<file path="config.mk">
export PLATFORM = sky130hd
export DESIGN_NAME = updown_counter
export DESIGN_NICKNAME = d
export VERILOG_FILES = /design/src/rtl/counter_pkg.sv /design/src/rtl/updown_next.sv /design/src/rtl/updown_counter.sv
export SDC_FILE = /design/constraint.sdc
export NUM_CORES = 1
export LEC_CHECK = 0
export CAP_MARGIN = 20
export CELL_PAD_IN_SITES_DETAIL_PLACEMENT = 1
export CELL_PAD_IN_SITES_GLOBAL_PLACEMENT = 1
export CORE_AREA = 2 2 39 41
export CTS_BUF_LIST = sky130_fd_sc_hd__clkbuf_8
export CTS_CLUSTER_DIAMETER = 80
export DETAILED_ROUTE_END_ITERATION = 6
export DIE_AREA = 0 0 41 43
export GPL_TIMING_DRIVEN = 0
export MAX_ROUTING_LAYER = met4
export PLACE_DENSITY_LB_ADDON = 0.12
export SLEW_MARGIN = 30
export SYNTH_ARGS = -nofsm -noshare
export SYNTH_HDL_FRONTEND = slang
export SYNTH_SLANG_ARGS = --single-unit
</file>
<file path="constraint.sdc">
create_clock -name clk -period 2.9 [get_ports clk]
set_input_delay 0.29 -clock clk [delete_from_list [all_inputs] [get_ports clk]]
set_output_delay 0.29 -clock clk [all_outputs]
set_load 0.03 [all_outputs]
</file>
<file path="src/rtl/counter_pkg.sv">
// Shared constants and helpers for the up/down counter family.
package counter_pkg;

    localparam int MODE_WRAP = 0;
    localparam int MODE_SAT  = 1;

    // A load value outside the count range is pinned to the top of the range.
    function automatic int clamp_load(input int value, input int modulus);
        return (value >= modulus) ? (modulus - 1) : value;
    endfunction

endpackage

</file>
<file path="src/rtl/updown_next.sv">
// Next-count and wrap-event logic for updown_counter; purely combinational.
module updown_next
    import counter_pkg::*;
#(
    parameter int WIDTH    = 4,
    parameter int MODULUS  = 16,
    parameter int SATURATE = 0
) (
    input  logic [WIDTH-1:0] counter,
    input  logic             up,
    input  logic             en,
    output logic [WIDTH-1:0] next,
    output logic             wrap_event
);

    localparam logic [WIDTH:0] TOP = (WIDTH+1)'(MODULUS - 1);

    logic [WIDTH:0] wide;
    logic [WIDTH:0] next_wide;

    assign wide = {1'b0, counter};

    // Bounds are detected by compare, so a modulus below 2^WIDTH wraps correctly.
    always_comb begin
        next_wide  = wide;
        wrap_event = 1'b0;
        if (en) begin
            if (up) begin
                if (wide == TOP) begin
                    if (SATURATE != MODE_SAT) begin
                        next_wide  = '0;
                        wrap_event = 1'b1;
                    end
                end else begin
                    next_wide = wide + 1'b1;
                end
            end else begin
                if (wide == '0) begin
                    if (SATURATE != MODE_SAT) begin
                        next_wide  = TOP;
                        wrap_event = 1'b1;
                    end
                end else begin
                    next_wide = wide - 1'b1;
                end
            end
        end
    end

    assign next = WIDTH'(next_wide);

endmodule

</file>
<file path="src/rtl/updown_counter.sv">
// Loadable up/down counter with modulus, wrap/saturate mode, terminal count and wrap pulse.
module updown_counter
    import counter_pkg::*;
#(
    parameter int WIDTH     = 4,
    parameter int MODULUS   = 16,
    parameter int RESET_VAL = 0,
    parameter int SATURATE  = 0
) (
    input  logic             clk,
    input  logic             reset,
    input  logic             en,
    input  logic             up,
    input  logic             load,
    input  logic [WIDTH-1:0] load_value,
    output logic [WIDTH-1:0] counter,
    output logic             tc,
    output logic             wrap
);

    if (WIDTH < 2 || WIDTH > 16) begin : g_bad_width
        $error("updown_counter: WIDTH must be 2..16");
    end
    if (MODULUS < 2 || MODULUS > (1 << WIDTH)) begin : g_bad_modulus
        $error("updown_counter: MODULUS must be 2..2^WIDTH");
    end
    if (RESET_VAL < 0 || RESET_VAL >= MODULUS) begin : g_bad_reset_val
        $error("updown_counter: RESET_VAL must be below MODULUS");
    end

    localparam logic [WIDTH-1:0] CNT_TOP   = WIDTH'(MODULUS - 1);
    localparam logic [WIDTH-1:0] CNT_RESET = WIDTH'(RESET_VAL);

    logic [WIDTH-1:0] next;
    logic             wrap_event;
    logic [WIDTH-1:0] load_clamped;

    updown_next #(
        .WIDTH    (WIDTH),
        .MODULUS  (MODULUS),
        .SATURATE (SATURATE)
    ) u_next (
        .counter    (counter),
        .up         (up),
        .en         (en),
        .next       (next),
        .wrap_event (wrap_event)
    );

    assign load_clamped = WIDTH'(clamp_load(32'(load_value), MODULUS));

    always_ff @(posedge clk) begin
        if (reset) begin
            counter <= CNT_RESET;
            wrap    <= 1'b0;
        end else if (load) begin
            counter <= load_clamped;
            wrap    <= 1'b0;
        end else begin
            counter <= next;
            wrap    <= wrap_event;
        end
    end

    assign tc = up ? (counter == CNT_TOP) : (counter == '0);

endmodule

</file>
Word level (Yosys, flattened, before mapping)
Index checks and enable logic that the tools add are counted.
{"block": "op_classes", "add_sub_neg": 2, "n_eq_ne": 1, "mux": 9, "bitwise": 1, "n_reduce_logical": 4}
{"cell": "two-way mux 4 bit", "count": 5}
{"cell": "logical NOT 5 bit", "count": 1}
{"cell": "adder 4 x 1 -> 4 bit, second input constant", "count": 1}
{"cell": "== test 4 bit, second input constant", "count": 1}
{"cell": "logical NOT 4 bit", "count": 1}
{"cell": "two-way mux 1 bit", "count": 4}
{"cell": "subtractor 4 x 1 -> 4 bit, second input constant", "count": 1}
{"cell": "OR reduction 3 bit", "count": 1}
{"cell": "nonzero test 2 bit", "count": 1}
{"cell": "NOT 1 bit", "count": 1}
{"block": "word_totals", "ff_bits": 5, "in_bits": 9, "out_inout_bits": 6, "word_cells": 19}

Depth between registers and ports, before layout
{"block": "depth", "depth_word": 5, "ltp_mapped": 6, "mapped_depth_nobuf": 6}

Modules after synthesis
From an unflattened synthesis, not the netlist that was laid out.
{"block": "unflattened", "cells_unflattened": 49, "area_unflattened_um2": 400.4}
{"module": "updown_next", "instances": 1, "cells_each": 31, "area_each_um2": 209.0, "seq_area_each_um2": 0.0}
{"module": "updown_counter", "instances": 1, "cells_each": 18, "area_each_um2": 191.4, "seq_area_each_um2": 100.1}

Least setup slack after synthesis
No wires, ideal clock.
{"block": "synth_timing", "path_type": "register to output", "startpoint": "register counter[0]", "endpoint": "output port tc", "t_arrival_ns": 1.833, "required_ns": 2.610, "setup_slack_ns": 0.777, "stages_incl_launch_ff": 5, "path_buffers": 0, "cell_sequence": "dfxtp_1 inv_1 ha_1 or3b_1 o21ai_0"}
{"block": "synth_between", "elab_chain_len": 2, "elab_cells_between_ends": 3, "classes_between": "1 x eq/ne; 1 x mux; 1 x reduce/logical"}
{"element": "start: declaration", "line": "updown_counter.sv:16", "text": "output logic [WIDTH-1:0] counter,"}
{"element": "start signal: assignment", "line": "updown_counter.sv:57", "text": "counter <= load_clamped;"}
{"element": "start signal: assignment", "line": "updown_counter.sv:60", "text": "counter <= next;"}
{"element": "== test 4 bit / logical NOT 4 bit (equally long branches)", "line": "updown_counter.sv:65", "text": "assign tc = up ? (counter == CNT_TOP) : (counter == '0);"}
{"element": "two-way mux 1 bit (*)", "line": "updown_counter.sv:65"}
{"element": "end: declaration", "line": "updown_counter.sv:17", "text": "output logic tc,"}
Every way passes the cells marked *; elsewhere a longest branch is shown, timed or not.

Worst setup path in the final report
Ends and elaborated chain as after synthesis.

==> results.py <==
metrics = {
    "run_status": {
        "status": "finished, final reports clean",
    },
    "routing": {
        "remaining_drc_errors": 0,
        "via_per_inst": 4.844,
        "wl_per_cell_um": 11.81,
        "wirelength_um": 909,
        "first_pass_iters": 2,
        "drtIter0Drc": 2,
        "ant_nets": 0,
        "num_vias": 373,
    },
    "finish": {
        "fin_nets": 73,
        "layout-drive-gt1-share_pct": 8.197,
        "areaGrowthSynthToFinish_pct": 60.07,
        "seq_area_sq_um": 100.1,
        "stdcell_area_sq_um": 546.8,
        "n_antenna_cell": 0,
        "nFillCells": 168,
        "multi_input_area_sq_um": 222.7,
    },
    "placement": {
        "io_buffers": 14,
        "hpwl_um": 723,
        "gp_congestion": 0.7123,
        "dpl-instance-area_sq_um": 501.7,
    },
    "synthesis": {
        "ys_seq_area_share_pct": 29.30,
        "synth.distinct_cells": 22,
        "yosysWarnings": 0,
        "synth_top_area_cell": "dfxtp_1",
        "syn_avg_cell_area_sq_um": 7.944,
        "syn_area_sq_um": 341.6,
        "postSynthCellCount": 43,
        "synth_nets": 54,
        "synth_top_cell_area_share_pct": 29.30,
        "ys_ff_latch": 5,
        "synth_area_leaders": "dfxtp_1 29%, ha_1 7.3%, a21oi_1 5.9%",
    },
    "cts": {
        "clockBufferDepth": 2,
        "cts_hold_buffers": 0,
        "cts_buffers": 3,
        "cts_num_sinks": 5,
        "htree_levels": 1,
        "cts-root-buf": "clkbuf_8",
        "post_cts_resized": 0,
        "clk_pin_slew_ns": 0.03,
        "clk_latency_ns": 0.22,
        "cts_tree": "built",
        "post_cts_buffers": 0,
    },
    "sta": {
        "tightest_slew_ns": 0.3154,
        "drv_slew": 0,
        "timing.final.crit_period_ns": 2.483,
        "setup_viol": 0,
        "hold_violations": 0,
        "skew_ns": 0.0002356,
        "rsz0062_at_grt": "no",
        "max_freq_mhz": 402.7,
        "tns_ns": 0,
        "post-route-period-util_pct": 85.63,
        "max_slew_margin_pct": 78.91,
    },
    "pwr": {
        "powerDensity_nw_per_um2": 510.7,
        "vdd_drop_max_uv": 258.2,
        "leakage_nw": 0.2137,
    },
    "floorplanning": {
        "rows": 14,
        "start_util_pct": 24.68,
        "die_y_um": 43,
        "ios": 15,
        "core_sq_um": 1384,
        "die_w_um": 41,
        "fp.dieArea_sq_um": 1763,
    },
    "setup_path": {
        "crit_slowest_cell": "clkdlybuf4s50_1",
        "reg2reg_depth": 6,
        "cp_max_fo": 8,
        "startpoint": "counter[0]",
        "reg2reg_from": "counter[0]",
        "slowest_delay_ns": 0.71,
        "crit_type": "reg2out",
        "cp.required_ns": 2.61,
        "worstPathCellList": "inv_1, ha_1, or3b_1, o21ai_0, clkdlybuf4s50_1",
        "worst_ep_arrival_time_ns": 2.19,
        "start_kind": "flip-flop",
        "crit_path_end_kind": "output pin",
    },
    "grt": {
        "track_usage_pct": 13.77,
        "grt_pass1_vias": 378,
        "antenna_found_initial": 0,
        "grt_start_max_net_pins": 10,
        "grt_overflow": 0,
        "grt_pass1_wl_mm": 1.607,
    },
    "worst_hold_path": {
        "hold_start": "load_value[0]",
        "hold_class": "in2reg",
        "min_path_cells": 3,
    },
    "job": {
        "cap_violations": 0,
    },
}
-- cell usage in the layout, fill, tap and decap left out, types with 2 or more instances in the layout --
cell	n
a21oi_1	4
nor2_1	3
o21ai_0	4
clkbuf_8	3
a211oi_1	2
inv_1	6
clkdlybuf4s50_1	14
nand2_1	3
xnor2_1	2
dfxtp_1	5
ha_1	2
-- area by class of cell --
cell class,instances,share of cell area (%)
Clock inverter,1,0.6865
Timing Repair Buffer,14,25.63
Clock buffer,3,7.551
Inverter,5,3.432
Sequential cell,5,18.31
Tap cell,16,3.661
Multi-Input combinational cell,33,40.73
-- power breakdown --
part / total [mW] / switching [mW] / internal (mW) / leakage (nW)
Combinational: 0.0730 / 0.0361 / 0.0369 / 0.145
Clock: 0.124 / 0.0333 / 0.0906 / 0.0269
Sequential: 0.0823 / 0.00804 / 0.0742 / 0.0414
Total: 0.279 / 0.0775 / 0.202 / 0.214
-- state kept, by name (all words and copies together) (netlist names) --
signal	count
wrap	1
counter	4
-- Yosys cell counts, drive strengths merged --
library cell  count
a211oi            2
a21oi             4
a31oi             1
and3              1
dfxtp             5
ha                2
inv               5
mux2              1
mux2i             1
nand2             3
nand2b            1
nand3             1
nand4             1
nor2              3
nor2b             1
nor3b             1
o21ai             4
o221ai            1
o311a             1
o32ai             1
or3b              1
xnor2             2
-- metal layers --
layer / up-vias / share of wire (%) / wire length (um) / GRT usage, %
li1: 193 / - / - / -
met1: 169 / 48 / 433 / 16.99
met2: 11 / 47 / 423 / 18.75
met3: 0 / 5.7 / 52 / 7.853
met4: 0 / 0 / 0 / 4.000
met5: - / 0 / 0 / -
-- cell families after synthesis --
group | after synthesis | synth area share (%)
flops | 5 | 29.31
compound gates | 14 | 26.01
simple gates | 13 | 20.52
fa+ha+maj | 2 | 7.325
buf+inv | 5 | 5.495
xor+xnor | 2 | 5.129
mux | 2 | 6.227
-- critical path: cells and delay by family (launching register included) --
family / cells / cell delay, ns
AO/OA/AOI/OAI: 1 / 0.21
adder cells (fa/ha/maj): 1 / 0.19
buffers and inverters: 2 / 0.84
flip-flops: 1 / 0.37
AND/OR/NAND/NOR: 1 / 0.37
-- path summary, 6_finish.rpt --
kind	end	slack [ns]
min	counter[0]	0.63
max	tc	0.42
min reg2reg	counter[1]	0.64
max reg2reg	counter[0]	1.35
-- stage by stage --
step                      setup slack (ns)  cells  power, mW  hold slack (ns)  utilization [%]
after floorplan                     0.7768     43     0.1233           0.3591                -
after global placement              0.4760     73     0.1573           0.6553            36.26
after detailed placement            0.4557     73     0.1569           0.6348            36.26
after CTS                           0.3811     77     0.2839           0.6334            39.51
after global routing                0.2503     77     0.2964           0.6841            39.51
final                               0.4167     77     0.2793           0.6329            39.51
No activity file was read; power rests on OpenSTA's default activity.
